==> config.mk <==
export PLATFORM = sky130hd
export DESIGN_NAME = dct2_4_pipe_flat
export DESIGN_NICKNAME = d
export VERILOG_FILES = /design/src/rtl/dct2_4_pipe_if.sv /design/src/rtl/dct2_4_pipe.sv /design/src/flat_wrapper.sv
export SDC_FILE = /design/constraint.sdc
export NUM_CORES = 1
export LEC_CHECK = 0
export CAP_MARGIN = 15
export CORE_ASPECT_RATIO = 1.4
export CORE_UTILIZATION = 38
export CTS_BUF_LIST = sky130_fd_sc_hd__clkbuf_2
export DETAILED_ROUTE_END_ITERATION = 16
export DONT_BUFFER_PORTS = 1
export GPL_ROUTABILITY_DRIVEN = 0
export HOLD_SLACK_MARGIN = 0.06
export SLEW_MARGIN = 10
export SYNTH_ARGS = -nofsm -noshare
export SYNTH_HDL_FRONTEND = slang
export SYNTH_SLANG_ARGS = --single-unit
export TNS_END_PERCENT = 1
==> constraint.sdc <==
create_clock -name clk -period 8.62 [get_ports clk]
set_input_delay 0.862 -clock clk [delete_from_list [all_inputs] [get_ports clk]]
set_output_delay 0.862 -clock clk [all_outputs]
set_load 0.1 [all_outputs]
==> src/rtl/dct2_4_pipe_if.sv <==
// ============================================================================
// Module      : dct2_4_pipe_if
// Description : Vector-in / vector-out valid-ready bundle for the 4-point DCT core.
// Revision    : 1.0
// ============================================================================
`default_nettype none

interface dct2_4_pipe_if #(
    parameter int IN_W  = 12,
    parameter int OUT_W = 16
);
    logic                    in_valid;
    logic                    in_ready;
    logic                    in_inv;
    logic signed [IN_W-1:0]  in_x [0:3];
    logic                    out_valid;
    logic                    out_ready;
    logic signed [OUT_W-1:0] out_y [0:3];
    logic                    out_sat;
    logic [15:0]             sat_cnt;

    modport master (
        output in_valid, in_inv, in_x, out_ready,
        input  in_ready, out_valid, out_y, out_sat, sat_cnt
    );

    modport slave (
        input  in_valid, in_inv, in_x, out_ready,
        output in_ready, out_valid, out_y, out_sat, sat_cnt
    );
endinterface

`default_nettype wire

==> src/rtl/dct2_4_pipe.sv <==
// ============================================================================
// Module      : dct2_4_pipe
// Description : 3-stage forward/inverse 4-point DCT-II with round/shift/saturate.
// Revision    : 1.0
// ============================================================================
`default_nettype none

module dct2_4_pipe #(
    parameter int IN_W  = 12,
    parameter int OUT_W = 16,
    parameter int SHIFT = 2
) (
    input  wire logic   clk,
    input  wire logic   rst,
    dct2_4_pipe_if.slave bus
);

    localparam int ACC_W   = IN_W + 9;
    localparam int BF_W    = IN_W + 1;
    localparam int RND_W   = ACC_W + 1;
    localparam int RND_INT = (SHIFT > 0) ? (1 << (SHIFT - 1)) : 0;
    localparam logic signed [RND_W-1:0] RND_OFS = RND_W'(RND_INT);
    localparam logic [15:0] CNT_MAX = 16'hFFFF;

    function automatic logic signed [ACC_W-1:0] mul83(input logic signed [ACC_W-1:0] a);
        return (a <<< 6) + (a <<< 4) + (a <<< 1) + a;
    endfunction

    function automatic logic signed [ACC_W-1:0] mul36(input logic signed [ACC_W-1:0] a);
        return (a <<< 5) + (a <<< 2);
    endfunction

    // ------------------------------------------------------------------------
    // Stage registers and flow control
    // ------------------------------------------------------------------------
    logic                    v1_q, v1_d, inv1_q, inv1_d;
    logic signed [BF_W-1:0]  p1_q [0:3];
    logic signed [BF_W-1:0]  p1_d [0:3];
    logic                    v2_q, v2_d;
    logic signed [ACC_W-1:0] a2_q [0:3];
    logic signed [ACC_W-1:0] a2_d [0:3];
    logic                    v3_q, v3_d, sat3_q, sat3_d;
    logic signed [OUT_W-1:0] y3_q [0:3];
    logic signed [OUT_W-1:0] y3_d [0:3];
    logic [15:0]             cnt_q, cnt_d;

    logic w_ready1, w_ready2, w_ready3;

    assign w_ready3 = !v3_q || bus.out_ready;
    assign w_ready2 = !v2_q || w_ready3;
    assign w_ready1 = !v1_q || w_ready2;

    // ------------------------------------------------------------------------
    // Stage 1: forward butterfly, or operand reordering for the inverse
    // ------------------------------------------------------------------------
    logic signed [BF_W-1:0] w_xe [0:3];
    logic signed [BF_W-1:0] w_bf [0:3];

    always_comb begin
        for (int i = 0; i < 4; i++) begin
            w_xe[i] = BF_W'(bus.in_x[i]);
        end
        if (bus.in_inv) begin
            // Inverse: even pair (y0,y2) feeds the 64-taps, odd pair (y1,y3) the 83/36-taps
            w_bf[0] = w_xe[0];
            w_bf[1] = w_xe[2];
            w_bf[2] = w_xe[1];
            w_bf[3] = w_xe[3];
        end else begin
            w_bf[0] = w_xe[0] + w_xe[3];
            w_bf[1] = w_xe[1] + w_xe[2];
            w_bf[2] = w_xe[0] - w_xe[3];
            w_bf[3] = w_xe[1] - w_xe[2];
        end

        v1_d   = v1_q;
        inv1_d = inv1_q;
        p1_d   = p1_q;
        if (w_ready1) begin
            v1_d = bus.in_valid;
            if (bus.in_valid) begin
                inv1_d = bus.in_inv;
                p1_d   = w_bf;
            end
        end
    end

    // ------------------------------------------------------------------------
    // Stage 2: shared 64/83/36 multiplies, then output recombination
    // ------------------------------------------------------------------------
    logic signed [ACC_W-1:0] w_pa [0:3];
    logic signed [ACC_W-1:0] w_e0, w_e1, w_o0, w_o1;
    logic signed [ACC_W-1:0] w_res [0:3];

    always_comb begin
        for (int i = 0; i < 4; i++) begin
            w_pa[i] = ACC_W'(p1_q[i]);
        end
        w_e0 = (w_pa[0] + w_pa[1]) <<< 6;
        w_e1 = (w_pa[0] - w_pa[1]) <<< 6;
        w_o0 = mul83(w_pa[2]) + mul36(w_pa[3]);
        w_o1 = mul36(w_pa[2]) - mul83(w_pa[3]);

        if (inv1_q) begin
            w_res[0] = w_e0 + w_o0;
            w_res[1] = w_e1 + w_o1;
            w_res[2] = w_e1 - w_o1;
            w_res[3] = w_e0 - w_o0;
        end else begin
            w_res[0] = w_e0;
            w_res[1] = w_o0;
            w_res[2] = w_e1;
            w_res[3] = w_o1;
        end

        v2_d = v2_q;
        a2_d = a2_q;
        if (w_ready2) begin
            v2_d = v1_q;
            if (v1_q) begin
                a2_d = w_res;
            end
        end
    end

    // ------------------------------------------------------------------------
    // Stage 3: round (floor after offset), shift and clamp each lane
    // ------------------------------------------------------------------------
    logic signed [OUT_W-1:0] w_lane_y [0:3];
    logic [3:0]              w_lane_sat;

    for (genvar l = 0; l < 4; l++) begin : g_lane
        logic signed [RND_W-1:0] w_t;

        assign w_t = (RND_W'(a2_q[l]) + RND_OFS) >>> SHIFT;

        if (OUT_W < RND_W) begin : g_clamp
            localparam logic signed [RND_W-1:0] MAX_V = RND_W'((64'sd1 <<< (OUT_W - 1)) - 64'sd1);
            localparam logic signed [RND_W-1:0] MIN_V = ~MAX_V;
            logic w_hi, w_lo;

            assign w_hi          = (w_t > MAX_V);
            assign w_lo          = (w_t < MIN_V);
            assign w_lane_y[l]   = w_hi ? OUT_W'(MAX_V) :
                                   w_lo ? OUT_W'(MIN_V) : w_t[OUT_W-1:0];
            assign w_lane_sat[l] = w_hi || w_lo;
        end else begin : g_wide
            assign w_lane_y[l]   = OUT_W'(w_t);
            assign w_lane_sat[l] = 1'b0;
        end
    end

    always_comb begin
        v3_d   = v3_q;
        y3_d   = y3_q;
        sat3_d = sat3_q;
        if (w_ready3) begin
            v3_d = v2_q;
            if (v2_q) begin
                y3_d   = w_lane_y;
                sat3_d = |w_lane_sat;
            end
        end

        cnt_d = cnt_q;
        if (v3_q && bus.out_ready && sat3_q && (cnt_q != CNT_MAX)) begin
            cnt_d = cnt_q + 16'd1;
        end
    end

    always_ff @(posedge clk) begin
        if (rst) begin
            v1_q   <= 1'b0;
            inv1_q <= 1'b0;
            v2_q   <= 1'b0;
            v3_q   <= 1'b0;
            sat3_q <= 1'b0;
            cnt_q  <= '0;
            for (int i = 0; i < 4; i++) begin
                p1_q[i] <= '0;
                a2_q[i] <= '0;
                y3_q[i] <= '0;
            end
        end else begin
            v1_q   <= v1_d;
            inv1_q <= inv1_d;
            p1_q   <= p1_d;
            v2_q   <= v2_d;
            a2_q   <= a2_d;
            v3_q   <= v3_d;
            y3_q   <= y3_d;
            sat3_q <= sat3_d;
            cnt_q  <= cnt_d;
        end
    end

    assign bus.in_ready  = w_ready1;
    assign bus.out_valid = v3_q;
    assign bus.out_y     = y3_q;
    assign bus.out_sat   = sat3_q;
    assign bus.sat_cnt   = cnt_q;

endmodule

`default_nettype wire

==> src/flat_wrapper.sv <==
// flat-port wrapper written by rule: the top's interface ports become plain ports
module dct2_4_pipe_flat 
#(
    parameter int IN_W  = 12,
    parameter int OUT_W = 16,
    parameter int SHIFT = 2
)
  (clk, rst, bus_in_valid, bus_in_inv, bus_in_x, bus_out_ready, bus_in_ready, bus_out_valid, bus_out_y, bus_out_sat, bus_sat_cnt);
  dct2_4_pipe_if #(.IN_W(IN_W), .OUT_W(OUT_W)) bus_i ();
  input  wire logic clk;
  input  wire logic rst;
  input wire logic [$bits(bus_i.in_valid)-1:0] bus_in_valid;
  input wire logic [$bits(bus_i.in_inv)-1:0] bus_in_inv;
  input wire logic [$bits(bus_i.in_x)-1:0] bus_in_x;
  input wire logic [$bits(bus_i.out_ready)-1:0] bus_out_ready;
  output wire logic [$bits(bus_i.in_ready)-1:0] bus_in_ready;
  output wire logic [$bits(bus_i.out_valid)-1:0] bus_out_valid;
  output wire logic [$bits(bus_i.out_y)-1:0] bus_out_y;
  output wire logic [$bits(bus_i.out_sat)-1:0] bus_out_sat;
  output wire logic [$bits(bus_i.sat_cnt)-1:0] bus_sat_cnt;
  assign bus_i.in_valid = bus_in_valid;
  assign bus_i.in_inv = bus_in_inv;
  assign bus_i.in_x = {>>{bus_in_x}};
  assign bus_i.out_ready = bus_out_ready;
  assign bus_in_ready = bus_i.in_ready;
  assign bus_out_valid = bus_i.out_valid;
  assign bus_out_y = {>>{bus_i.out_y}};
  assign bus_out_sat = bus_i.out_sat;
  assign bus_sat_cnt = bus_i.sat_cnt;
  dct2_4_pipe #(.IN_W(IN_W), .OUT_W(OUT_W), .SHIFT(SHIFT)) u_core (.clk(clk), .rst(rst), .bus(bus_i));
endmodule
==> reports/results.ini, run 1 <==
[synth]
synthCells = 2654
synth-seq-cells = 217
synthTopCellsByArea = dfxtp_1 21%, ha_1 14%, fa_1 7.6%
seq_area_frac_synth_pct = 21.1
synth.avg_cell_area_um2 = 7.76
synth.largest_area_cell = dfxtp_1
netlist.area_leader.share_pct = 21.1
ys_async_sr_fraction_pct = 0
yosys_warnings = 0
synth_fp_nets = 3019
ys_types = 81
syn_area_mm2 = 0.0206
synthFlopType = dfxtp_1
synth_edf_count = 0

[setup_path]
crit_fanout = 10
cp.required_ps = 9520
crit_top_cell = o21ai_0
worst_setup_path_start_kind = flip-flop
critPathKind = flip-flop to flip-flop
critPathSlowestCell = dfxtp_1
critPathMaxStageDelay_ps = 570
cp-end-kind = flip-flop
arrival_ps = 8320

[layout]
syn2layout_area_growth_pct = 5.95
final_cell_mix = 269 x inv_1, 258 x a21oi_1, 244 x nor2_1
drive_gt1_share_pct = 4.93
nFillCells = 5582
nets = 2981
layout_commonest_cell = inv_1

[die]
initial_utilization_pct = 38.6
design.die.area_mm2 = 0.0552
rows = 100
io_pins = 136
core_area_mm2 = 0.0533
die_h_um = 277
die_width_um = 199

[sta]
worstMarginPinSlew_ps = 1150
finalSetupTns_ps = 0
rsz0062_at_grt = false
setup_violations = 0
worst_slack_ps = 1200
maxClockFrequency_mhz = 135
relSlewSlack_pct = 23.2
slew_violations = 0
finalClockSkew_ps = 116
post-route-min-period_ps = 7420
final.period_utilization_pct = 86.0
hold_violations = 0
worst_hold_slack_ps = 148

[clocking]
htreeDepth = 2
worstSkewPairLatency_ps = 1030
cts_setup_buffers = 0
clockBufferDepth = 3
cts.sinks = 217
root_buffer = clkbuf_2
cts_tree = done
numCtsBuffers = 54
path_clk_slew_ps = 120

[min_path]
hold_path_class = input port to flip-flop

[route]
drt_first_pass_iters = 7
route.met2.wl_um = 30200
wl_um = 60700
viasPerCell = 5.42
first_iter_violations = 909
avgRoutedWirePerCell_um = 18.0
wl_met1_um = 25700
route.detailed.drc = 0
via_count = 18300
route.met3.wl_um = 2930
ant_nets = 0
routed.top_layer = met4

[place]
dp_slack_ps = 1230
place_hpwl_um = 47400
io_buffers = 0

[run_status]
status = finished, final reports clean

[power]
p_per_area_mw_per_mm2 = 372
switching_share_pct = 53.9
intPower_w = 0.00375
leakagePower_nw = 9.34
seq_power_share_pct = 17.4
pwr-share-comb_pct = 74.2
vdd_drop_max_mv = 0.272
p_switching_w = 0.00437
power.share.clock_pct = 8.4

[global_routing]
grtUsageTotal_pct = 21.7
grt_pass1_wl_um = 95000
grt_pass1_vias = 18000
antenna_found_initial = 2
grt_max_degree = 151
grt_overflow = 0

[flow_run]
maxCapViolCount = 0

metrics by stage:
stage / util [%] / instances / total power, W / cell area, um^2
after detailed placement: 39.7 / 3255 / 0.00732 / 21100
after global placement: 39.7 / 3255 / 0.00723 / 21100
after global routing: 40.9 / 3374 / 0.00879 / 21800
final: 40.9 / 3374 / 0.00812 / 21800
after floorplan: - / 2654 / 0.00600 / 20600
after CTS: 40.9 / 3370 / 0.00807 / 21800
worst paths after layout:
path,start,end,slack [ps],cells past startpoint
setup / recovery,u_core.p1_q[0]$_SDFFE_PP0P_,u_core.a2_q[20]$_SDFFE_PP0P_,1200,30
hold / removal,bus_in_x[43],u_core.p1_q[46]$_SDFFE_PP0P_,150,3
hold reg to reg,u_core.a2_q[15]$_SDFFE_PP0P_,u_core.a2_q[15]$_SDFFE_PP0P_,490,2
setup reg to reg,u_core.p1_q[0]$_SDFFE_PP0P_,u_core.a2_q[20]$_SDFFE_PP0P_,1200,30
what timing repair did:
| action | CTS | global route |
|---|---|---|
| hold endpoints to repair | 150 | 0 |
| hold buffers | 18 | 0 |
| gates resized for setup | 0 | 0 |
area by class of cell:
cell class / instances / area, um^2 / area share (%)
multi-input combinational: 2041 / 14800 / 67.8
sequential: 217 / 4350 / 19.9
inverter: 272 / 1020 / 4.68
tap: 714 / 893 / 4.09
clock buffer: 73 / 365 / 1.67
timing repair buffer: 30 / 288 / 1.32
clock inverter: 24 / 108 / 0.493
antenna: 3 / 7.51 / 0.0344
flip-flops by register name, summed over array words and instances, names as in the netlist:
register and flops:
u_core.p1_q 52, u_core.bus.sat_cnt 16, u_core.inv1_q 1, u_core.bus.out_valid 1, u_core.bus.out_y 64, u_core.v2_q 1, u_core.bus.out_sat 1, u_core.a2_q 80
u_core.v1_q 1
power groups by stage:
stage                     registers, W  clock network [W]  logic, W
after floorplan                0.00136                  0   0.00464
after global placement         0.00143                  0   0.00579
after detailed placement       0.00144                  0   0.00589
after CTS                      0.00141           0.000715   0.00594
after global routing           0.00143           0.000761   0.00660
final                          0.00141           0.000683   0.00602
per-layer routing:
metal	GRT usage (%)	vias up
met3	2.86	102
li1	-	9107
met1	26.4	8585
met2	38.5	499
met4	8.05	0
met5	0	-
logic make-up (layout without fill, tap and decap cells):
logic type / after synthesis / count (layout) / synth area share [%]
xor gates and xnor gates: 217 / 217 / 9.29
muxes: 16 / 16 / 0.802
adders and majority gates: 312 / 312 / 21.8
and+or+nand+nor: 749 / 749 / 16.7
buffers and inverters: 396 / 399 / 7.28
other: 0 / 3 / 0
DFF: 217 / 217 / 21.1
AOI/OAI and AO/OA: 747 / 747 / 23.0
Yosys cell counts (4+ instances only):
library cell,n
inv_1,270
a21oi_1,259
nor2_1,244
ha_1,234
dfxtp_1,217
nand2_1,215
xnor2_1,149
o21ai_0,146
clkbuf_1,108
fa_1,78
xor2_1,67
a211oi_1,62
nand3_1,59
nor3_1,59
o211ai_1,34
nor2b_1,32
o21bai_1,31
a21o_1,26
nand2b_1,26
a31oi_1,24
nand4_1,21
o21a_1,20
o22ai_1,19
or3_1,19
and3_1,18
a21boi_0,15
mux2i_1,15
o31ai_1,14
o41ai_1,12
or2_2,12
buf_1,11
and4_1,10
nor4_1,10
a221oi_1,9
and2_1,9
a211o_1,7
o311ai_0,6
o31a_1,6
a22oi_1,5
a311oi_1,4
a32oi_1,4
buf_2,4
o221ai_1,4
o32ai_1,4
critical path, delay by kind of cell, from the launching register on:
family	cells	cell delay, ps
AO/OA/AOI/OAI	11	1920
XOR/XNOR	3	600
adder cells (fa/ha/maj)	7	2650
buffers and inverters	1	60
flip-flops	1	570
AND/OR/NAND/NOR	8	1600
(Power assumes the default switching activity.)
==> run 2, diff against run 1 <==
- CAP_MARGIN: 15 -> 5
==> results of run 2 <==
Same layout as run 1: the final DEF is identical, and so are final timing and power.
==> run 3, diff against run 2 <==
- PLACE_DENSITY: default -> 0.59
==> run 3 against run 2 <==
Final cell count up 0.30%. Clock skew down 24 ps. Clock power up 8.8%. Sequential power about the same. Worst setup slack worse by 69 ps. Combinational power up 1%. Largest power group unchanged.
==> reports/results.ini, run 3 (synthesized netlist as in run 1, its figures left out) <==
[layout]
layout_commonest_cell = inv_1
stdcell_area_mm2 = 0.0220
fin_util_pct = 41.2
drive_gt1_share_pct = 5.25
syn2layout_area_growth_pct = 6.71
nets = 2992
largest_reg_flops = 80
final_cell_mix = 269 x inv_1, 258 x a21oi_1, 244 x nor2_1
largest_register = u_core.a2_q

[route]
ant_nets = 0
via_count = 18700
viasPerCell = 5.51
first_iter_violations = 1025
route.detailed.drc = 0
drt_first_pass_iters = 7
wl_um = 62800
avgRoutedWirePerCell_um = 18.5

[sta]
finalSetupTns_ps = 0
hold_violations = 0
setup_violations = 0
rsz0062_at_grt = false
relSlewSlack_pct = 22.9
finalClockSkew_ps = 91.3
slew_violations = 0
maxClockFrequency_mhz = 134
final.period_utilization_pct = 86.9
worst_slack_ps = 1130
post-route-min-period_ps = 7490
worstMarginPinSlew_ps = 1150

[setup_path]
cp.required_ps = 9510
crit_top_cell = o21ai_0
reg2reg_from = u_core.p1_q[0]$_SDFFE_PP0P_
critPathSlowestCell = dfxtp_1
critPathKind = flip-flop to flip-flop
arrival_ps = 8380
startpoint = u_core.p1_q[0]$_SDFFE_PP0P_
cp-end-kind = flip-flop
worst_setup_path_start_kind = flip-flop
critPathMaxStageDelay_ps = 570
crit_fanout = 10

[clocking]
clockBufferDepth = 3
htreeDepth = 2
numCtsBuffers = 55
worstSkewPairLatency_ps = 1050
cts_tree = done
path_clk_slew_ps = 100
cts.sinks = 217
root_buffer = clkbuf_2
postCtsHoldBufs = 30
cts_resized = 0
cts_setup_buffers = 0

[flow_run]
maxCapViolCount = 0

[run_status]
status = finished, final reports clean

[die]
die_h_um = 277
die_width_um = 199
design.die.area_mm2 = 0.0552
io_pins = 136
initial_utilization_pct = 38.6
core_area_mm2 = 0.0533
rows = 100

[power]
p_per_area_mw_per_mm2 = 375
total_power_w = 0.00824
vdd_drop_max_mv = 0.304
leakagePower_nw = 9.42

[global_routing]
grtUsageTotal_pct = 22.6
grt_max_degree = 153
grt_pass1_wl_um = 99000
grt_overflow = 0
grt_pass1_vias = 18600
antenna_found_initial = 2

[min_path]
hold_path_class = input port to flip-flop
hp-start = bus_in_x[13]

[place]
place_hpwl_um = 48500
io_buffers = 0
dp_slack_ps = 1180
dpl_cell_area_mm2 = 0.0211

-- run 3: changes by cell type in the layout (fill, tap and decap cells not counted), moves of 2 or more --
cell           delta
dlygate4sd3_1    +11
clkbuf_2          +7
clkinv_1          -8
buf_4             -2
-- run 3: where the power goes --
| group | switching [W] | internal [W] |
|---|---|---|
| clock network | 0.000458 | 0.000285 |
| registers | 0.000314 | 0.00111 |
| logic | 0.00367 | 0.00240 |
-- run 3: metal layers --
layer	track usage, %	share of wire (%)
met3	3.21	4.8
met1	26.9	42
met5	0	0
met2	40.2	50
met4	8.92	3.6
-- run 3: worst max-delay path: cells and delay by family (launching register included) --
kind | cells | cell delay, ps
XOR/XNOR | 3 | 640
flip-flops | 1 | 570
AO/OA/AOI/OAI | 11 | 1900
adder cells (fa/ha/maj) | 7 | 2660
buffers and inverters | 1 | 60
AND/OR/NAND/NOR | 8 | 1550
-- run 3: layout make-up --
type | count | area, um^2
fill | 5582 | 31300
multi-input combinational | 2041 | 14800
sequential | 217 | 4350
inverter | 272 | 1020
tap | 714 | 893
timing repair buffer | 40 | 403
clock buffer | 80 | 400
clock inverter | 18 | 113
antenna | 2 | 5.00
-- run 3: final timing paths --
kind / end / slack [ps] / cells after the start
min: u_core.p1_q[27]$_SDFFE_PP0P_ / 150 / 4
max reg2reg: u_core.a2_q[20]$_SDFFE_PP0P_ / 1130 / 30
min reg2reg: u_core.a2_q[11]$_SDFFE_PP0P_ / 500 / 2
max: u_core.a2_q[20]$_SDFFE_PP0P_ / 1130 / 30
-- run 3: metrics by stage --
| stage | cells | hold WS [ps] |
|---|---|---|
| floorplan | 2654 | 449 |
| global placement | 3254 | 470 |
| detailed placement | 3254 | 478 |
| CTS | 3382 | 60.1 |
| global route | 3384 | 83.5 |
| finish | 3384 | 146 |
